**src/rtl/mem_move_ctrl.sv**
```systemverilog
`default_nettype none
// ============================================================================
//  Module   : mem_move_ctrl
//  Purpose  : Moves a block of bytes from one memory region to another
//             through a single 8-bit holding register. It does one byte at a
//             time: read the source, latch the byte into the holding
//             register, then write the register output to the destination.
//             The block sits between instruction decode (start/operands) and
//             the shared data-memory port.
//  Revision : 1.0 - initial release
// ----------------------------------------------------------------------------
//  Parameters
//    RD_LAT     memory read latency in cycles (>=1); rdata is valid RD_LAT
//               cycles after the mem_rd cycle
//  Ports
//    CLK        in   1  system clock, rising edge
//    reset      in   1  asynchronous active-high reset
//    start      in   1  move request, sampled only while idle
//    src_addr   in   8  first source address (captured at start)
//    dst_addr   in   8  first destination address (captured at start)
//    length     in   8  number of bytes to move, 0..255 (captured at start)
//    busy       out  1  move in progress
//    done       out  1  one-cycle completion pulse
//    mem_addr   out  8  shared memory address
//    mem_rd     out  1  memory read strobe
//    mem_wr     out  1  memory write strobe
//    mem_rdata  in   8  memory read data (consumed by the holding register)
//    mem_wdata  out  8  memory write data, straight from hold_q
//    hold_we    out  1  holding-register write enable
//    hold_clr   out  1  holding-register synchronous clear
//    hold_q     in   8  holding-register output
// ============================================================================
module mem_move_ctrl #(
  parameter int RD_LAT = 1
) (
  input  logic       CLK,
  input  logic       reset,
  input  logic       start,
  input  logic [7:0] src_addr,
  input  logic [7:0] dst_addr,
  input  logic [7:0] length,
  output logic       busy,
  output logic       done,
  output logic [7:0] mem_addr,
  output logic       mem_rd,
  output logic       mem_wr,
  input  logic [7:0] mem_rdata,
  output logic [7:0] mem_wdata,
  output logic       hold_we,
  output logic       hold_clr,
  input  logic [7:0] hold_q
);

  // WAIT lasts RD_LAT-1 cycles, so the counter runs from 0 to RD_LAT-2.
  localparam int WAIT_W = (RD_LAT > 2) ? $clog2(RD_LAT - 1) : 1;
  localparam logic [WAIT_W-1:0] WAIT_LAST = WAIT_W'((RD_LAT > 1) ? RD_LAT - 2 : 0);

  typedef enum logic [2:0] {
    S_IDLE  = 3'd0,
    S_RD    = 3'd1,
    S_WAIT  = 3'd2,
    S_LATCH = 3'd3,
    S_WR    = 3'd4,
    S_DONE  = 3'd5
  } state_t;

  state_t            state;
  state_t            state_next;
  logic [7:0]        src;
  logic [7:0]        dst;
  logic [7:0]        count;
  logic [WAIT_W-1:0] wait_cnt;

  // The read data never enters this block: the external holding register
  // captures it directly when hold_we is high. The port is kept so the
  // controller presents the complete memory interface.
  logic unused_rdata;
  assign unused_rdata = ^mem_rdata;

  // Write data is a pure pass-through of the holding register.
  assign mem_wdata = hold_q;

  // --------------------------------------------------------------------------
  // State and datapath registers
  // --------------------------------------------------------------------------
  always_ff @(posedge CLK or posedge reset) begin
    if (reset) begin
      state    <= S_IDLE;
      src      <= 8'd0;
      dst      <= 8'd0;
      count    <= 8'd0;
      wait_cnt <= '0;
    end else begin
      state <= state_next;
      case (state)
        S_IDLE: begin
          if (start) begin
            src   <= src_addr;
            dst   <= dst_addr;
            count <= length;
          end
        end
        S_RD: begin
          wait_cnt <= '0;
        end
        S_WAIT: begin
          wait_cnt <= wait_cnt + WAIT_W'(1);
        end
        S_WR: begin
          // Pointers wrap modulo 256 independently.
          src   <= src + 8'd1;
          dst   <= dst + 8'd1;
          count <= count - 8'd1;
        end
        default: begin
        end
      endcase
    end
  end

  // --------------------------------------------------------------------------
  // Next-state and output decode
  // --------------------------------------------------------------------------
  always_comb begin
    state_next = state;
    busy       = 1'b0;
    done       = 1'b0;
    mem_addr   = 8'd0;
    mem_rd     = 1'b0;
    mem_wr     = 1'b0;
    hold_we    = 1'b0;
    hold_clr   = 1'b0;

    case (state)
      S_IDLE: begin
        if (start) begin
          // Clear the holding register so a zero-length move or a stale
          // byte never leaks onto the write bus.
          hold_clr   = 1'b1;
          state_next = (length == 8'd0) ? S_DONE : S_RD;
        end
      end
      S_RD: begin
        busy       = 1'b1;
        mem_rd     = 1'b1;
        mem_addr   = src;
        state_next = (RD_LAT == 1) ? S_LATCH : S_WAIT;
      end
      S_WAIT: begin
        busy     = 1'b1;
        mem_addr = src;
        if (wait_cnt == WAIT_LAST) begin
          state_next = S_LATCH;
        end
      end
      S_LATCH: begin
        // Exactly RD_LAT cycles after the read strobe: rdata is valid now
        // and the holding register takes it on this edge.
        busy       = 1'b1;
        hold_we    = 1'b1;
        mem_addr   = src;
        state_next = S_WR;
      end
      S_WR: begin
        busy       = 1'b1;
        mem_wr     = 1'b1;
        mem_addr   = dst;
        // count still holds the pre-decrement value here.
        state_next = (count == 8'd1) ? S_DONE : S_RD;
      end
      S_DONE: begin
        done       = 1'b1;
        state_next = S_IDLE;
      end
      default: begin
        state_next = S_IDLE;
      end
    endcase
  end

endmodule
`default_nettype wire

```
**config.mk**
```make
export PLATFORM = sky130hd
export DESIGN_NAME = mem_move_ctrl
export DESIGN_NICKNAME = d
export VERILOG_FILES = /design/src/rtl/mem_move_ctrl.sv
export SDC_FILE = /design/constraint.sdc
export NUM_CORES = 1
export LEC_CHECK = 0
export ABC_AREA = 1
export CORE_MARGIN = 2
export CORE_UTILIZATION = 50
export CTS_CLUSTER_SIZE = 30
export DETAILED_ROUTE_END_ITERATION = 12
export PLACE_DENSITY_LB_ADDON = 0.15
export SLEW_MARGIN = 10
export SYNTH_ARGS = -nofsm -noshare
export SYNTH_HDL_FRONTEND = slang
export SYNTH_SLANG_ARGS = --single-unit
```
**constraint.sdc**
```tcl
create_clock -name CLK -period 3.32 [get_ports CLK]
set_input_delay 0.664 -clock CLK [delete_from_list [all_inputs] [get_ports CLK]]
set_output_delay 0.664 -clock CLK [all_outputs]
set_load 0.02 [all_outputs]
```
After elaboration in Yosys (flattened, before gate mapping)
Cells that the tools add are included.
Word-level totals
  register bits after elaboration: 28
  input port bits: 43
  output and inout bits: 22
  word-level logic and storage cells: 45
Operators by class
  $add $sub $neg: 4
  eq/ne operators: 8
  multiplexer cells: 20
  reductions and logical operators: 8
Operators by type and width (number)
  8-bit case mux with 2 select lines: 4
  8-bit two-way mux: 3
  8-bit by 1-bit adder with 8-bit output (second input constant): 2
  3-bit case mux with 5 select lines: 1
  3-bit two-way mux: 4
  8-bit by 1-bit == test with 1-bit output (second input constant): 1
  8-bit zero test: 1
  8-bit by 1-bit subtractor with 8-bit output (second input constant): 1
  1-bit two-way mux: 7
  3-bit by 2-bit == test with 1-bit output (second input constant): 2
  3-bit == test (second input constant): 2
  2-bit != test (second input constant): 2
  2-bit AND reduction: 2
  2-bit nonzero test: 2
  4-bit OR reduction: 1
  3-bit by 1-bit == test with 1-bit output (second input constant): 1
  3-bit zero test: 1
  3-bit OR reduction: 1
  1-bit case mux with 2 select lines: 1
  1-bit adder (second input constant): 1

Depth between registers and ports, before layout
  word-level depth: 4
  depth in mapped cells: 8
  mapped depth without buffers: 8

Worst setup path before layout
OpenSTA, ideal clock, no wires.
  path type: reg2out
  from: register state[1]
  to: output mem_addr[0]
  arrival time: 1305 ps
  required time: 2656 ps
  slack: 1351 ps
  cell stages (with the launch flop): 6
  path buffers: 2
  cell sequence: dfrtp_1 -> nor2_4 -> nand2_4 -> buf_6 -> buf_6 -> o22ai_1
Between the ends
  word-level cells in the longest chain between the ends: 3
  elaborated cells on any way between the ends: 6
  classes of those cells: eq/ne: 4; mux: 1; reduce/logical: 1
RTL lines
  from (decl): RTL line 67  | state_t state;
  from (signal assigned): RTL line 94  | state <= state_next;
  3-bit by 2-bit == test with 1-bit output / 3-bit by 1-bit == test with 1-bit output (equally long branches): RTL line 134  | case (state)
  3-bit OR reduction (no source line)
  8-bit case mux with 2 select lines *: RTL line 134
  to (decl): RTL line 44  | output logic [7:0] mem_addr,
Every way passes the cells marked *; elsewhere a longest branch is shown, timed or not.

Worst setup path after layout
  from: register state[1]
  to: output mem_addr[4]
The elaborated chain is that of the path after synthesis.

==> impl_metrics.ini <==
[outcome]
status = finished clean

[synthesis]
yosys_warnings = 0
ys_top_cells_by_count = nand2_1, nor2_1, inv_1
yosysSeqAreaShare_pct = 34.63
synth_cells = 308
synth_top_area_cell = dfrtp_1
yosysMostFrequentCell = nand2_1
yosys.area.top_type_share_pct = 34.63
synthesis.nets = 355
synth_seq_cells = 28
yosys-top-cells-area = dfrtp_1, nand2_1, nor2_1, nand3_1, inv_1
ys_types = 27
syn_avg_cell_area_um2 = 6.569
yosys_most_used_dff = dfrtp_1
synthArstFlopShare_pct = 100.0
synth-edff-count = 0
netlist_area_um2 = 2023

[sta]
worst_pin_slew_ns = 0.3706
fin_skew_ns = 0.004835
setup_viol = 0
period_share_pct = 87.32
drv_slew = 0
rsz0062_at_grt = false
setup_ws_ns = 0.4209
final-hold-violation-count = 0
fmax_ghz = 0.3449
tns_ns = 0
post-route-min-period_ns = 2.899
slew_headroom_pct = 75.30

[floorplan]
ios = 65
fp-row-count = 23
initial_core_util_pct = 51.32
fp.dieW_um = 67.61
dieArea_um2 = 4571
die_y_um = 67.61
core_um2 = 3943

[placed_design]
place_ws_ns = 0.5419
gp_congestion = 0.8715
dp.final_hpwl_um = 3552
io_buffers = 40

[flow_run]
cap_viol_max_count = 0

[worst_setup_path]
crit_chain = nor2_4 -> nand2_4 -> inv_4 -> nand2_1 -> o21ai_0 -> clkdlybuf4s50_1
max_stage_delay_ns = 0.63
crit_path_end_kind = output port
arrival_ns = 2.24
worstSetupStartpointType = flip-flop
crit_type = reg -> out
cp_slowest_cell = clkdlybuf4s50_1
cp_max_fo = 30
required_ns = 2.66
timing.reg2reg.worst_path_depth = 7

[global_route]
grt_pass1_vias = 1713
antenna_found_initial = 0
grt_start_max_net_pins = 31
grt_use_total_pct = 22.28
overflow = 0
grt_pass1_wl_um = 7721

[detailed_routing]
routed_via_density = 5.139
via_count = 1994
wl_um = 4787
wl_per_cell_um = 12.34
antenna_left = 0
detail_route.iter0.violations = 86
firstDrtPassIters = 4
drc = 0

[finish]
n_fill_cell = 370
drive_above_1_share_pct = 5.325
seqCellArea_um2 = 700.7
area_growth_pct = 20.04
diodes = 0
final_util_pct = 61.60
multi_input_area_um2 = 1052
fin_nets = 387

[clock_tree]
hold_buffers = 0
clockRootBuffer = clkbuf_8
clk_latency_ns = 0.27
cts_tree = yes
cts.repair.resized = 0
clkSinkCount = 28
clk_path_buf_depth = 2
clkSlewWorstSetupHoldPaths_ns = 0.09
post_cts_buffers = 0
numCtsBuffers = 3
htreeDepth = 1

[worst_hold_path]
min_path_type = reg -> reg
worstHoldPathCells = 1

[power]
vdd_ir_drop_max_mv = 0.4420
p_leak_nw = 1.172
power_density_nw_per_um2 = 835.3
-- final cells by class --
| class | instances | share of cell area, % |
|---|---|---|
| Multi-Input combinational cell | 225 | 43.33 |
| Clock buffer | 3 | 1.700 |
| Tap cell | 50 | 2.576 |
| Timing Repair Buffer | 43 | 17.41 |
| Sequential cell | 28 | 28.85 |
| Inverter | 39 | 6.131 |
-- placed cells by master, fill, tap and decap left out, drive strengths merged --
cell type      count
nor3               2
nand4              1
o31ai              2
nand2             93
ha                 4
inv               39
or2                2
dfrtp             28
buf                3
clkbuf             3
clkdlybuf4s50     40
xnor2              1
o211ai             4
a21oi              2
o21ai             27
nor2              51
o22ai              6
nand3b             1
xor2               2
nand3             27
-- metal layers --
metal  track usage, %  up-vias  wire [µm]
met5                0        -          0
met4            4.337        0         27
met3            2.667        4        229
li1                 -     1029          -
met1            28.91      911       2177
met2            39.71       50       2352
-- state kept, by name, summed over array words and instances (netlist names) --
signal and cells:
count 8, dst 8, src 8, state 3, wait_cnt 1
-- worst paths after layout --
kind	endpoint	slack, ns	from
min in group asynchronous	count[0]	0.76	reset
worst min register to register	wait_cnt	0.50	wait_cnt
max in group asynchronous	src[0]	2.30	reset
worst min-delay path	wait_cnt	0.50	wait_cnt
worst max-delay path	mem_addr[4]	0.42	state[1]
worst max register to register	src[3]	1.54	state[1]
-- metrics by stage --
step           cells  hold slack (ns)  cell area [µm²]  power [W]
2_1_floorplan    308           0.4510             2023   0.001474
3_3_place_gp     385           0.4789             2387   0.001830
3_5_place_dp     385           0.4884             2387   0.001848
4_1_cts          388           0.5014             2429   0.002036
5_1_grt          388           0.5251             2429   0.002216
6_report         388           0.4977             2429   0.002029
-- critical path: cells and delay by family, from the launching register on --
kind | cells | cell delay [ns]
compound gates | 1 | 0.08
buf+inv | 2 | 0.87
flops | 1 | 0.46
simple gates | 3 | 0.55
-- cell families (layout without fill, tap and decap cells) --
group	count (synthesis)	count (layout)	share of synthesized area [%]
AOI/OAI and AO/OA	41	41	11.94
adders and majority gates	4	4	2.474
xor gates and xnor gates	3	3	1.299
buffers and inverters	55	85	13.36
DFF	28	28	34.63
and+or+nand+nor	177	177	36.30
-- report_power, final --
group | internal (W) | total (W) | switching, W | leakage, nW
clock | 0.0000813 | 0.000183 | 0.000102 | 0.0216
sequential | 0.000506 | 0.000697 | 0.000191 | 0.339
combinational | 0.000467 | 0.00115 | 0.000681 | 0.812
No activity file was read; power rests on OpenSTA's default activity.
